<file path="config.mk">
export PLATFORM = sky130hd
export DESIGN_NAME = fetch_pc_unit
export DESIGN_NICKNAME = d
export VERILOG_FILES = /design/src/rtl/fetch_pkg.sv /design/src/rtl/next_pc_sel.sv /design/src/rtl/fetch_pc_unit.sv
export SDC_FILE = /design/constraint.sdc
export NUM_CORES = 1
export LEC_CHECK = 0
export ABC_AREA = 0
export CAP_MARGIN = 15
export CORE_MARGIN = 4
export CORE_UTILIZATION = 42
export CTS_CLUSTER_DIAMETER = 200
export DETAILED_ROUTE_END_ITERATION = 7
export GPL_TIMING_DRIVEN = 0
export PLACE_DENSITY = 0.9
export REMOVE_ABC_BUFFERS = 1
export SETUP_SLACK_MARGIN = 0.4
export SLEW_MARGIN = 20
export SYNTH_ARGS = -nofsm -noshare
export SYNTH_HDL_FRONTEND = slang
export SYNTH_HIERARCHICAL = 1
export SYNTH_SLANG_ARGS = --single-unit
</file>
<file path="constraint.sdc">
create_clock -name clk -period 7.64 [get_ports clk]
set_clock_uncertainty 0.15 [all_clocks]
set_input_delay 1.146 -clock clk [delete_from_list [all_inputs] [get_ports clk]]
set_output_delay 1.146 -clock clk [all_outputs]
set_load 0.01 [all_outputs]
</file>
<file path="src/rtl/fetch_pkg.sv">
// Shared types and constants for the fetch/PC unit.
package fetch_pkg;

  typedef enum logic [1:0] {
    S_RESET,
    S_FETCH,
    S_EXEC,
    S_HALT
  } fetch_state_t;

  localparam logic [31:0] NOP_INSTR = 32'h0000_0013;
  localparam int unsigned PC_STEP   = 4;

  function automatic logic is_word_aligned(input logic [1:0] lsbs);
    return lsbs == 2'b00;
  endfunction

endpackage

</file>
<file path="src/rtl/next_pc_sel.sv">
// Next-PC mux: jump beats branch beats sequential; flags non-word-aligned results.
module next_pc_sel
  import fetch_pkg::*;
#(
  parameter int unsigned XLEN = 32
) (
  input  logic            jump,
  input  logic            PCSrc,
  input  logic [XLEN-1:0] branch_target,
  input  logic [XLEN-1:0] jump_target,
  input  logic [XLEN-1:0] pc,
  output logic [XLEN-1:0] next_pc,
  output logic            misaligned
);

  logic [XLEN-1:0] pc_inc;

  assign pc_inc = pc + XLEN'(PC_STEP);

  always_comb begin
    next_pc = pc_inc;
    if (jump) begin
      next_pc = jump_target;
    end else if (PCSrc) begin
      next_pc = branch_target;
    end
  end

  assign misaligned = !is_word_aligned(next_pc[1:0]);

endmodule

</file>
<file path="src/rtl/fetch_pc_unit.sv">
// Program counter, instruction register and fetch/execute sequencer with misalignment halt.
module fetch_pc_unit
  import fetch_pkg::*;
#(
  parameter int unsigned     XLEN     = 32,
  parameter logic [XLEN-1:0] RESET_PC = '0
) (
  input  logic            clk,
  input  logic            reset,
  input  logic            PCSrc,
  input  logic            jump,
  input  logic [XLEN-1:0] branch_target,
  input  logic [XLEN-1:0] jump_target,
  input  logic            stall,
  output logic            imem_req,
  output logic [XLEN-1:0] imem_addr,
  input  logic            imem_ready,
  input  logic [31:0]     imem_rdata,
  output logic [31:0]     instr_out,
  output logic            instr_valid,
  output logic [XLEN-1:0] pc_out,
  output logic [XLEN-1:0] pc_plus4,
  output logic            misaligned_trap,
  output logic [XLEN-1:0] trap_pc,
  output logic [31:0]     retire_count
);

  if (RESET_PC[1:0] != 2'b00) begin : g_reset_pc_check
    $error("fetch_pc_unit: RESET_PC must be word-aligned");
  end

  fetch_state_t    state_q;
  logic [XLEN-1:0] pc_q;
  logic [XLEN-1:0] trap_pc_q;
  logic [31:0]     instr_q;
  logic [31:0]     retire_q;
  logic            trap_q;
  logic [XLEN-1:0] next_pc;
  logic            next_misaligned;

  next_pc_sel #(
    .XLEN(XLEN)
  ) u_next_pc_sel (
    .jump         (jump),
    .PCSrc        (PCSrc),
    .branch_target(branch_target),
    .jump_target  (jump_target),
    .pc           (pc_q),
    .next_pc      (next_pc),
    .misaligned   (next_misaligned)
  );

  always_ff @(posedge clk or posedge reset) begin
    if (reset) begin
      state_q   <= S_RESET;
      pc_q      <= RESET_PC;
      instr_q   <= NOP_INSTR;
      trap_q    <= 1'b0;
      trap_pc_q <= '0;
      retire_q  <= '0;
    end else begin
      unique case (state_q)
        S_RESET: state_q <= S_FETCH;
        S_FETCH: begin
          if (imem_ready) begin
            instr_q <= imem_rdata;
            state_q <= S_EXEC;
          end
        end
        S_EXEC: begin
          // A stalled cycle re-evaluates the redirect inputs on the next cycle.
          if (!stall) begin
            retire_q <= retire_q + 32'd1;
            if (next_misaligned) begin
              trap_q    <= 1'b1;
              trap_pc_q <= next_pc;
              state_q   <= S_HALT;
            end else begin
              pc_q    <= next_pc;
              state_q <= S_FETCH;
            end
          end
        end
        S_HALT:  state_q <= S_HALT;
        default: state_q <= S_RESET;
      endcase
    end
  end

  assign imem_req        = (state_q == S_FETCH);
  assign instr_valid     = (state_q == S_EXEC);
  assign imem_addr       = pc_q;
  assign pc_out          = pc_q;
  assign pc_plus4        = pc_q + XLEN'(PC_STEP);
  assign instr_out       = instr_q;
  assign misaligned_trap = trap_q;
  assign trap_pc         = trap_pc_q;
  assign retire_count    = retire_q;

endmodule

</file>
=== Word-level counts from Yosys, hierarchy flattened ===
Cells that the tools add are included.

* Latch bits: 0
* Memories kept: 0
* Input bits: 102
* Memory bits (writable): 0
* Memory bits (read-only): 0
* Flip-flop bits (word level): 131

* Reduce and logical (&&, ||, !) cells: 7
* Multipliers: 0
* Muxes and demuxes: 6
* Bitwise gates (word level): 2
* Add/sub/neg operators: 2
* Order comparisons: 0
* Eq/ne operators: 5
* Div/mod/pow operators: 0
* Shifts and indexed selects: 0

{| class="wikitable"
|+ Operators with widths
! cell !! number
|-
| 32-bit two-way mux || 2
|-
| 32-bit by 1-bit adder with 32-bit output, second input constant || 1
|-
| 32-bit by 3-bit adder with 32-bit output, second input constant || 1
|-
| 2-bit case mux with 4 select lines || 1
|-
| 2-bit two-way mux || 3
|-
| 2-bit AND reduction || 3
|-
| 3-bit AND reduction || 2
|-
| 2-bit equality test, second input constant || 2
|-
| 2-bit zero test || 2
|-
| 2-bit by 1-bit equality test with 1-bit output, second input constant || 1
|-
| 2-bit by 1-bit inequality test with 1-bit output, second input constant || 1
|-
| 2-bit inequality test, second input constant || 1
|-
| 1-bit inverter || 2
|}

=== Longest topological paths before layout ===
* Depth in word-level cells: 7
* Mapped depth: 9
* Gate-level depth less buffers: 8

=== By module ===
Netlist, hierarchy kept.

{| class="wikitable"
|+ Modules (own cells, without submodules)
! module !! cells an instance !! instances !! area each (um^2)
|-
| fetch_pc_unit || 458 || 1 || 5939.4
|-
| next_pc_sel || 187 || 1 || 1138.6
|}

=== Worst setup path after synthesis ===
Ideal clock, no wire load.

* Path type: register to output
* Start: reg pc_q[4], in the netlist imem_addr[4]
* End: out pc_plus4[27]
* Stages on the path, launching flop included: 6
* Data arrival time: 1.787 ns
* Path slack: 4.557 ns
* Path through: dfrtp_1 -> nand4_2 -> nor4_1 -> and2_1 -> nand3_1 -> xnor2_1

* Cells in the longest elaborated chain, start to end: 1

{| class="wikitable"
|+ Ends and longest elaborated chain
! element !! line !! text
|-
| start: declaration || fetch_pc_unit.sv:33 || <nowiki>logic [XLEN-1:0] pc_q;</nowiki>
|-
| start signal: assignment || fetch_pc_unit.sv:79 || <nowiki>pc_q <= next_pc;</nowiki>
|-
| 32-bit by 3-bit adder with 32-bit output || fetch_pc_unit.sv:94 || <nowiki>assign pc_plus4 = pc_q + XLEN'(PC_STEP);</nowiki>
|-
| end: declaration || fetch_pc_unit.sv:22 || <nowiki>output logic [XLEN-1:0] pc_plus4,</nowiki>
|}

Every way passes these cells.

=== Worst setup path in the final report ===
* Start: reg pc_q[4], in the netlist imem_addr[4]
* End: out pc_plus4[31]

Same word-level chain as after synthesis.

==> impl_results.md <==
- Crit-path leading delay family: simple AND/OR/NAND/NOR gates
- Cells along the critical path: nand4_2, nor4_1, and2_1, nand3_1, xnor2_1, clkdlybuf4s50_1
- Main synth FF type: dfrtp_1
- Cell taking the most area after synthesis: dfrtp_1
- DR pass1 iterations: 4
- Yosys reg bits: around 130
- Routed wl met2: around 11,000 µm
- Cell Area, Synth: approximately 7100 µm²
- Final period util: between 60% and 70%
- Post-synth EDFFs: 0
- Reg clk slew, reported paths: 60 ps
- Antenna-violating nets left: 0
- CP Max Fanout: 13
- Gate count after technology mapping: approximately 650
- Data arrival, critical path: approximately 3400 ps
- Die Width: between 100 and 150 µm
- First-pass GRT wire length: between 30,000 and 40,000 µm
- Total global-route track usage: 22.7%
- Site Rows: 47
- Reg2reg path depth: 7
- CTS buffer count: 17
- Layout fillers: around 1,300
- Hold Path Stages: 1
- Synth top area share: roughly 45%
- Leak: approximately 4.5 nW
- Wire length on met3: 2000 µm
- Antenna fix cells: 0
- Synth top area cells: dfrtp_1 45%, mux2_2 15%, xor2_1 5.3%, xnor2_1 5.2%, buf_4 4.3%
- Fin crit period: ~4600 ps
- Initial core utilization: ~43%
- Slew headroom: 26.5%
- Core Area: ~17,000 µm²
- Pwr per Cell Area: 207 nW/µm²
- Congestion Overflow GR: 0
- Final hold viol count: 0
- Setup Buffers After CTS: 0
- Pin count of the biggest net entering global routing: 87
- # nets final: 1,010
- Hold Crit Start: retire_count[31]$_DFFE_PP0P_
- Compound-cell area share of the yosys netlist: roughly 5.4%
- CTS tree: done
- Vias in the first global route: between 6,000 and 7,000
- CTS Hold Bufs: 0
- Syn avg cell area: 11.0 µm²
- HPWL Detailed: between 15,000 and 20,000 µm
- Worst vdd ir: 0.130 mV
- CTS sink cnt: around 130
- Post-Route WL: ~22,000 µm
- Layout area overhead: 49.8%
- Async S/R FF share, synth: 100%
- Hold worst-path end: retire_count[31]$_DFFE_PP0P_
- Initial DRC count: ~280
- Unrepaired setup endpoints after global routing: no
- CP startpoint kind: flop
- Worst skew pair latency: 420 ps
- Antenna violations before repair: 0
- CP max-delay cell: nor4_1
- Post-synthesis sequential area ratio: a little under half
- Synth Warn #: 6
- Final worst slack: 2990 ps
- Die height: 138 µm
- Crit path largest cell delay: roughly 830 ps
- Htree depth: 4
- Post-CTS sizing: 0
- Post-Synth Simple-Gate Area: between 10% and 20%
- Mux contribution to synthesized area: 16.0%
- Via count: 5,959
- Synth unique cells: between 40 and 50
- Max-cap violations: 0
- Buf/Inv on CP: 1
- Flop-to-flop setup slack: between 4000 and 5000 ps
- Run status: complete, no violations
- Routability cong.: 0.828
- Required time of the critical path: approximately 6300 ps
- Fin Setup TNS: 0 ps
- Port bufs: 296
- Main combinational cell family by area after synthesis: multiplexers
- Met1 wire length: roughly 8500 µm
- Measured slew at the worst slew-check pin: ~1100 ps
- Crit. End Element: output port
- Adder-cell share of the synthesized area: less than 1%
- DRC: 0
- Max Transition Viols Final: 0
- Pre-CTS setup slack: 3040 ps
- Drt wl/cell: ~19 µm
- Vias/cell: 5.24
- Io pins: 297
- Worst r2r src: imem_addr[3]$_DFFE_PP0P_
- Reg-to-Reg End: imem_addr[30]$_DFFE_PP0P_
- Layout cell share with drive strength beyond 1: between 15 and 20%
- Worst min-delay path class: reg2reg
- Top routing layer in use: met4
- Post-synthesis xor/xnor area fraction: approximately a tenth
- Fmax: 215 MHz
- Clock Tree Buf Depth: 2
- Root buf cell: clkbuf_16
- Setup violators final: 0
- Die area: between 15,000 and 20,000 µm²
- Worst setup path class: reg2out
## Yosys cell counts (2+ instances only)
master	count
nand4_2	4
nor2_1	29
buf_2	3
a22oi_1	16
dfstp_2	3
dfrtp_1	128
o21ai_1	9
nand3_1	41
a21oi_1	9
nor2_2	2
nor4_1	2
buf_4	41
and4_1	4
nand4_1	17
xor2_1	43
and2b_1	2
o22ai_1	5
clkbuf_1	7
inv_1	11
nor4_4	2
mux2_2	97
ha_1	3
or2_2	2
nand2_1	49
buf_6	2
and2_1	7
buf_1	5
o21ai_0	22
and3_1	13
nor3_1	5
nor2b_1	3
mux2i_1	4
xnor2_1	42
## cell families (layout without fill, tap and decap cells)
kind of cell    Yosys count  count (layout)
simple gates            191             191
mux                     101             101
fa+ha+maj                 3               3
flops                   131             131
buf+inv                  69             342
xor+xnor                 85              85
compound gates           65              65
## flip-flops by register name, indices dropped and copies added, names as in the netlist
| signal | flops |
|---|---|
| misaligned_trap | 1 |
| state_q | 2 |
| instr_out | 32 |
| trap_pc | 32 |
| retire_count | 32 |
| imem_addr | 32 |
## cell usage in the layout (no fill, tap or decap), types with 4 or more instances in the layout
cell type / instances
xor2_1: 43
clkbuf_16: 17
nand2_1: 48
inv_6: 4
nand3_1: 41
a22oi_1: 16
mux2_2: 97
mux2i_1: 4
o22ai_1: 5
and2_1: 6
xnor2_1: 42
a21oi_1: 9
nand4_1: 17
o21ai_1: 9
inv_1: 10
nand4_2: 4
and3_1: 13
nor3_1: 5
nor2_1: 28
clkdlybuf4s50_1: 295
dfrtp_1: 128
and4_1: 4
o21ai_0: 22
## final cells by class
class,count,area [µm²],share of cell area (%)
clock inverter,12,123,1.16
tap,220,275,2.60
sequential,131,3280,30.9
clock buffer,20,457,4.31
timing repair buffer,299,3040,28.7
multi-input combinational,445,3380,31.9
inverter,11,48.8,0.460
## per-layer routing
metal | vias to the layer above | global-route usage [%]
li1 | 2745 | -
met1 | 2922 | 27.0
met2 | 268 | 39.3
met3 | 24 | 7.56
met4 | 0 | 6.04
met5 | - | 0
## stage by stage
stage | hold slack, ps | power (mW) | instance area (µm²) | std cells | util (%)
2_1_floorplan | 349 | 1.05 | 6690 | 587 | -
3_3_place_gp | 302 | 1.39 | 9930 | 1103 | 60.1
3_5_place_dp | 311 | 1.41 | 10000 | 1106 | 60.7
4_1_cts | 326 | 2.22 | 10600 | 1138 | 64.2
5_1_grt | 344 | 2.29 | 10600 | 1138 | 64.2
6_report | 324 | 2.19 | 10600 | 1138 | 64.2
## report_power, final
| group | leakage (nW) | switching, mW | total (mW) | internal, mW |
|---|---|---|---|---|
| Sequential | 1.72 | 0.0914 | 0.865 | 0.774 |
| Clock | 0.280 | 0.326 | 0.799 | 0.472 |
| Combinational | 2.52 | 0.203 | 0.531 | 0.328 |
## how the worst max path moves through the flow
| stage | start | end | cells after the start |
|---|---|---|---|
| after floorplan | reset | imem_addr[0]$_DFFE_PP0P_ | 1 |
| after global placement | jump | imem_addr[15]$_DFFE_PP0P_ | 5 |
| after detailed placement | PCSrc | imem_addr[21]$_DFFE_PP0P_ | 7 |
| after CTS | imem_addr[6]$_DFFE_PP0P_ | pc_plus4[31] | 6 |
| after global routing | imem_addr[5]$_DFFE_PP0P_ | pc_plus4[31] | 6 |
| final | imem_addr[4]$_DFFE_PP0P_ | pc_plus4[31] | 6 |
## worst register-to-register path, stage by stage (launching register included)
cell and delay, ps:
dfrtp_1 590, ha_1 310, nand4_1 340, nor2_1 490, nand3_1 170, xor2_1 220
o221ai_1 160, mux2_2 320
No activity file was read; power rests on OpenSTA's default activity.
